File: config.mk
export PLATFORM = sky130hd
export DESIGN_NAME = multi_voice_psg_flat
export DESIGN_NICKNAME = d
export VERILOG_FILES = /design/src/rtl/multi_voice_psg_if.sv /design/src/rtl/multi_voice_psg.sv /design/src/flat_wrapper.sv
export SDC_FILE = /design/constraint.sdc
export NUM_CORES = 1
export LEC_CHECK = 0
export BUFFER_PORTS_ARGS = -buffer_cell sky130_fd_sc_hd__buf_2
export CORE_ASPECT_RATIO = 0.7
export CORE_UTILIZATION = 45
export DETAILED_ROUTE_END_ITERATION = 6
export PLACE_DENSITY = 0.62
export SETUP_SLACK_MARGIN = 0.02
export SLEW_MARGIN = 20
export SYNTH_ARGS = -nofsm -noshare
export SYNTH_HDL_FRONTEND = slang
export SYNTH_SLANG_ARGS = --single-unit
export TNS_END_PERCENT = 5
File: constraint.sdc
create_clock -name clk -period 8.9 [get_ports clk]
set_input_delay 0.89 -clock clk [delete_from_list [all_inputs] [get_ports clk]]
set_output_delay 0.89 -clock clk [all_outputs]
set_load 0.05 [all_outputs]
File: src/rtl/multi_voice_psg_if.sv
// multi_voice_psg_if: host register-write bus into the PSG.
interface multi_voice_psg_if #(
    parameter int ADDR_W = 5
);
    logic              write_strobe;
    logic [ADDR_W-1:0] address;
    logic [7:0]        data;
    modport master(output write_strobe, address, data);
    modport slave(input write_strobe, address, data);
endinterface

File: src/rtl/multi_voice_psg.sv
// multi_voice_psg: N square-wave voices with decay envelopes, LFSR noise, summing mixer and PWM DAC.
module multi_voice_psg #(
    parameter int NUM_VOICES = 3,
    parameter int PERIOD_W = 12,
    parameter int VOL_W = 4,
    parameter int ENV_DIV = 1024,
    parameter int ADDR_W = 5,
    localparam int MIX_W = VOL_W + $clog2(NUM_VOICES + 2)
) (
    input  logic                  clk,
    input  logic                  rst,
    multi_voice_psg_if.slave      bus,
    output logic                  signal_out,
    output logic [MIX_W-1:0]      mix_level,
    output logic [NUM_VOICES-1:0] voice_wave,
    output logic                  noise_out
);
    localparam int ENV_W = ENV_DIV > 1 ? $clog2(ENV_DIV) : 1;
    localparam int NOISE_ADDR = 4 * NUM_VOICES;

    logic [NUM_VOICES-1:0] sel;
    logic [MIX_W-1:0]      term [NUM_VOICES];
    logic [MIX_W-1:0]      mix_sum;
    logic [MIX_W-1:0]      pwm_cnt;
    logic [7:0]            noise_div;
    logic [7:0]            noise_cnt;
    logic [15:0]           lfsr;

    always_comb begin
        for (int v = 0; v < NUM_VOICES; v++)
            sel[v] = bus.write_strobe && bus.address[ADDR_W-1:2] == (ADDR_W-2)'(v);
    end

    for (genvar g = 0; g < NUM_VOICES; g++) begin : g_voice
        logic [PERIOD_W-1:0] period;
        logic [PERIOD_W-1:0] cnt;
        logic [VOL_W-1:0]    vol;
        logic [VOL_W-1:0]    env_lvl;
        logic [VOL_W-1:0]    eff;
        logic [ENV_W-1:0]    env_pre;
        logic                tone_en;
        logic                noise_en;
        logic                env_en;
        logic                wave;
        logic                trig;
        assign trig = sel[g] && bus.address[1:0] == 2'd3 && bus.data[3];
        assign eff = env_en ? env_lvl : vol;
        assign term[g] = ((tone_en & wave) | (noise_en & lfsr[0])) ? MIX_W'(eff) : '0;
        assign voice_wave[g] = wave & tone_en;
        always_ff @(posedge clk or posedge rst) begin
            if (rst) begin
                period   <= '0;
                cnt      <= '0;
                vol      <= '0;
                env_lvl  <= '0;
                env_pre  <= '0;
                tone_en  <= 1'b0;
                noise_en <= 1'b0;
                env_en   <= 1'b0;
                wave     <= 1'b0;
            end else begin
                if (sel[g] && bus.address[1:0] == 2'd0) period[7:0] <= bus.data;
                if (sel[g] && bus.address[1:0] == 2'd1) period[PERIOD_W-1:8] <= bus.data[PERIOD_W-9:0];
                if (sel[g] && bus.address[1:0] == 2'd2) vol <= bus.data[VOL_W-1:0];
                if (sel[g] && bus.address[1:0] == 2'd3) {env_en, noise_en, tone_en} <= bus.data[2:0];
                // compare against the live period so a shortened period toggles at once
                if (tone_en) begin
                    if (period == '0) begin
                        cnt  <= '0;
                        wave <= 1'b0;
                    end else if (cnt >= period) begin
                        cnt  <= '0;
                        wave <= ~wave;
                    end else begin
                        cnt <= cnt + 1'b1;
                    end
                end
                if (trig) begin
                    env_lvl <= vol;
                    env_pre <= '0;
                end else if (env_pre == ENV_W'(ENV_DIV - 1)) begin
                    env_pre <= '0;
                    env_lvl <= env_lvl - VOL_W'(env_lvl != '0);
                end else begin
                    env_pre <= env_pre + 1'b1;
                end
            end
        end
    end

    always_comb begin
        mix_sum = '0;
        for (int v = 0; v < NUM_VOICES; v++) mix_sum = mix_sum + term[v];
    end

    always_ff @(posedge clk or posedge rst) begin
        if (rst) begin
            noise_div  <= '0;
            noise_cnt  <= '0;
            lfsr       <= 16'hACE1;
            mix_level  <= '0;
            pwm_cnt    <= '0;
            signal_out <= 1'b0;
        end else begin
            if (bus.write_strobe && bus.address == ADDR_W'(NOISE_ADDR)) noise_div <= bus.data;
            if (noise_cnt >= noise_div) begin
                noise_cnt <= '0;
                lfsr      <= {lfsr[0] ^ lfsr[2] ^ lfsr[3] ^ lfsr[5], lfsr[15:1]};
            end else begin
                noise_cnt <= noise_cnt + 1'b1;
            end
            mix_level  <= mix_sum;
            pwm_cnt    <= pwm_cnt + 1'b1;
            signal_out <= pwm_cnt < mix_level;
        end
    end

    assign noise_out = lfsr[0];
endmodule

File: src/flat_wrapper.sv
// flat-port wrapper written by rule: the top's interface ports become plain ports
module multi_voice_psg_flat 
#(
    parameter int NUM_VOICES = 3,
    parameter int PERIOD_W = 12,
    parameter int VOL_W = 4,
    parameter int ENV_DIV = 1024,
    parameter int ADDR_W = 5,
    localparam int MIX_W = VOL_W + $clog2(NUM_VOICES + 2)
)
  (clk, rst, signal_out, mix_level, voice_wave, noise_out, bus_write_strobe, bus_address, bus_data);
  multi_voice_psg_if #(.ADDR_W(ADDR_W)) bus_i ();
  input  logic clk;
  input  logic rst;
  output logic signal_out;
  output logic [MIX_W-1:0] mix_level;
  output logic [NUM_VOICES-1:0] voice_wave;
  output logic noise_out;
  input wire logic [$bits(bus_i.write_strobe)-1:0] bus_write_strobe;
  input wire logic [$bits(bus_i.address)-1:0] bus_address;
  input wire logic [$bits(bus_i.data)-1:0] bus_data;
  assign bus_i.write_strobe = bus_write_strobe;
  assign bus_i.address = bus_address;
  assign bus_i.data = bus_data;
  multi_voice_psg #(.NUM_VOICES(NUM_VOICES), .PERIOD_W(PERIOD_W), .VOL_W(VOL_W), .ENV_DIV(ENV_DIV), .ADDR_W(ADDR_W)) u_core (.clk(clk), .rst(rst), .bus(bus_i), .signal_out(signal_out), .mix_level(mix_level), .voice_wave(voice_wave), .noise_out(noise_out));
endmodule
==> results.md <==
- Status: finished clean
- FMAX: 353 MHz
- Dominant cells by area after synthesis: dfrtp_1 (45%), mux2_2 (9.1%), ha_1 (8.5%)
- Post-DP HPWL: 13.6 mm
- Final core utilization: roughly 51%
- Max VDD drop: roughly 140 uV
- Reg clk slew, reported paths: 0.06 ns
- RR Endpoint: u_core.mix_level[5]$_DFF_PP0_
- I/O Buffers: 26
- Critical path type: reg -> reg
- Mean Syn Cell Area: 10.6 sq um
- Worst reg2reg startpoint: u_core.g_voice[0].tone_en$_DFFE_PP0P_
- Drt initial violations: 325
- CTS H-tree lvls: 4
- Dpl ws: 6.09 ns
- Number of hold buffers added after cts: 0
- Tot GR Track Use: 18.6%
- Slew HR: about a third
- Placed cell count: roughly 1200
- Startpoint Class: register
- Initial antenna violation count: 0
- Worst Tran Pin Value: 0.976 ns
- Global-route wire length before repair: 32.7 mm
- PwrDens: 258 nW/um^2
- Post-synthesis sequential area ratio: a little under half
- Final number of setup-violating endpoints: 0
- Post-DRT Antenna Nets: 0
- Initial Utilization: about 46%
- Synth-to-layout area growth: 10.6%
- Post-CTS setup buffers: 0
- Max cap viols: 0
- Vias/cell: 5.24
- RSZ-0062 raised after global routing: false
- Worst EP arrival: 3.15 ns
- Most frequent cells in the layout: dfrtp_1 (176), nor2_1 (80), mux2_2 (79)
- Capture point of the worst path: u_core.mix_level[5]$_DFF_PP0_
- CTS tree: done
- Drt total wl: approximately 19 mm
- Synth Warn #: 0
- Max-slew violation count: 0
- #FFs+latches synth: 184
- Static Leak: 5.07 nW
- Die width: 178 um
- Register area: 4610 sq um
- Reg2reg path depth: 10
- Multi-input gate area: 4780 sq um
- Mapped Area: between 9000 and 10000 sq um
- Fillers: ~1900
- Largest net degree at the start of global routing: 141
- Gr ovfl total: 0
- Drt pass-1 iters: 5
- Routed wire per std cell: ~16 um
- Worst-Skew Late Latency: 0.44 ns
- CP Capture Type: register
- Peak fanout along the critical path: 20
- Die height: 125 um
- Cts bufs inserted: 17
- Core area: 21000 sq um
- DRC violations left: 0
- Root Driver: clkbuf_16
- Post-synth EDFFs: 0
- Post-route insts no fill: approximately 1200
- RePlAce Congestion: 0.816
- Post-CTS sizing: 0
- # rows: between 40 and 50
- IO Pins: 28
- Critical path launch point: u_core.g_voice[0].tone_en$_DFFE_PP0P_
- CTS Buffer Depth: 2
- Clock Skew: 0.0141 ns
- WHS: 0.477 ns
- HP Start: u_core.pwm_cnt[6]$_DFF_PP0_
- Clock sinks: 184
- Via count: ~6500
- Distinct cell type count after synthesis: 58
- Post-synth ARST share: 100%
- Vias in the first global route: between 6000 and 7000
- R2r setup slk: approximately 6.1 ns
- Syn Nets: 1009
- Synth area leader: dfrtp_1
- Most common flop cell mapped by yosys: dfrtp_1
- Final hold violations: 0
- # nets final: just over 1000
- Cells after synthesis: 922
- Share of the synthesized area in the top cell type: 45.1%
- Hold Crit Class: reg -> reg
- Share of cells above drive strength 1: between 10% and 20%
- Min Tclk post-route: 2.83 ns
- Ant. Diodes: 0
- Period utilization: 31.8%
- Post-route setup TNS: 0 ns
- Die area: 22300 sq um
- Req. time, crit path: around 9.2 ns
- Commonest non-fill, non-tap cell in the layout: dfrtp_1
- Fin worst setup slack: 6.07 ns
## registers in the layout, summed over array words and instances, names as in the netlist, 8 cells and up
name,flops
u_core.g_voice.cnt,36
u_core.g_voice.period,36
u_core.g_voice.env_pre,30
u_core.lfsr,16
u_core.g_voice.env_lvl,12
u_core.g_voice.vol,12
u_core.noise_cnt,8
u_core.noise_div,8
## worst max-delay path, stage by stage, from the launching register on
cell and delay (ns):
dfrtp_1 0.73, inv_1 0.14, nor2_1 0.25, a21o_1 0.15, nand2_1 0.08, fa_1 0.48
inv_1 0.04, ha_1 0.22, fa_1 0.41, a21oi_1 0.17, nor2b_1 0.06
## synth_stat cells (3+ instances only)
library cell  count
dfrtp_1         176
fa_1              5
xnor2_1          28
buf_2             8
and4_1            5
nand2_1          69
or2_2             4
and2_1           13
or3_1             4
mux2i_1          11
nor2_1           80
mux2_2           79
o22ai_1           3
nor2b_1           7
o21ai_0          33
o41ai_1           3
ha_1             66
a21o_1           12
nor4_1           11
inv_1            78
a21oi_1          26
nor4bb_1          3
clkbuf_1         12
a41oi_1           4
a31o_2            3
dfstp_2           8
and3_1           20
nand2b_1          3
o21a_1            4
nand4_1          19
xor2_1           36
nor3_1           10
nand3_1          44
## logic make-up after synthesis
| group | Yosys count | share of synthesized area [%] |
|---|---|---|
| buffers and inverters | 99 | 3.94 |
| AND/OR/NAND/NOR | 302 | 15.4 |
| AO/OA/AOI/OAI | 110 | 7.75 |
| other | 1 | 0.0384 |
| adder cells (fa/ha/maj) | 71 | 9.48 |
| flip-flops | 184 | 47.2 |
| multiplexers | 91 | 10.4 |
| XOR/XNOR | 64 | 5.74 |
## per-stage QoR
step | instance area, sq um | power (mW)
6_report | 10800 | 2.79
5_1_grt | 10800 | 2.99
3_3_place_gp | 10200 | 1.98
2_1_floorplan | 9770 | 1.80
4_1_cts | 10800 | 2.82
3_5_place_dp | 10200 | 2.00
## worst min path at each step
| stage | to | cells past startpoint | slack, ns |
|---|---|---|---|
| final | u_core.pwm_cnt[6]$_DFF_PP0_ | 1 | 0.48 |
| after global routing | u_core.g_voice[1].env_pre[0]$_DFF_PP0_ | 1 | 0.52 |
| after CTS | u_core.pwm_cnt[6]$_DFF_PP0_ | 1 | 0.48 |
| after detailed placement | u_core.pwm_cnt[6]$_DFF_PP0_ | 1 | 0.47 |
| after global placement | u_core.pwm_cnt[6]$_DFF_PP0_ | 1 | 0.47 |
| after floorplan | u_core.pwm_cnt[6]$_DFF_PP0_ | 1 | 0.45 |
## power breakdown
group          switching (mW)  internal (mW)
Combinational           0.413          0.353
Sequential              0.198           1.02
Clock                   0.335          0.468
## final cells by class
type                       instances  share of cell area [%]
tap                              276                    3.19
multi-input combinational        639                    44.2
timing repair buffer              28                    1.34
inverter                          78                    2.78
sequential                       184                    42.7
clock inverter                    12                    1.49
clock buffer                      20                    4.32
## metal layers
layer,wire [um],vias to the layer above,GRT usage (%)
met5,0,-,0
met4,129,0,4.52
met3,490,9,3.95
met2,8390,60,27.5
met1,10200,3165,27.7
li1,-,3254,-
No activity file was read; power rests on OpenSTA's default activity.
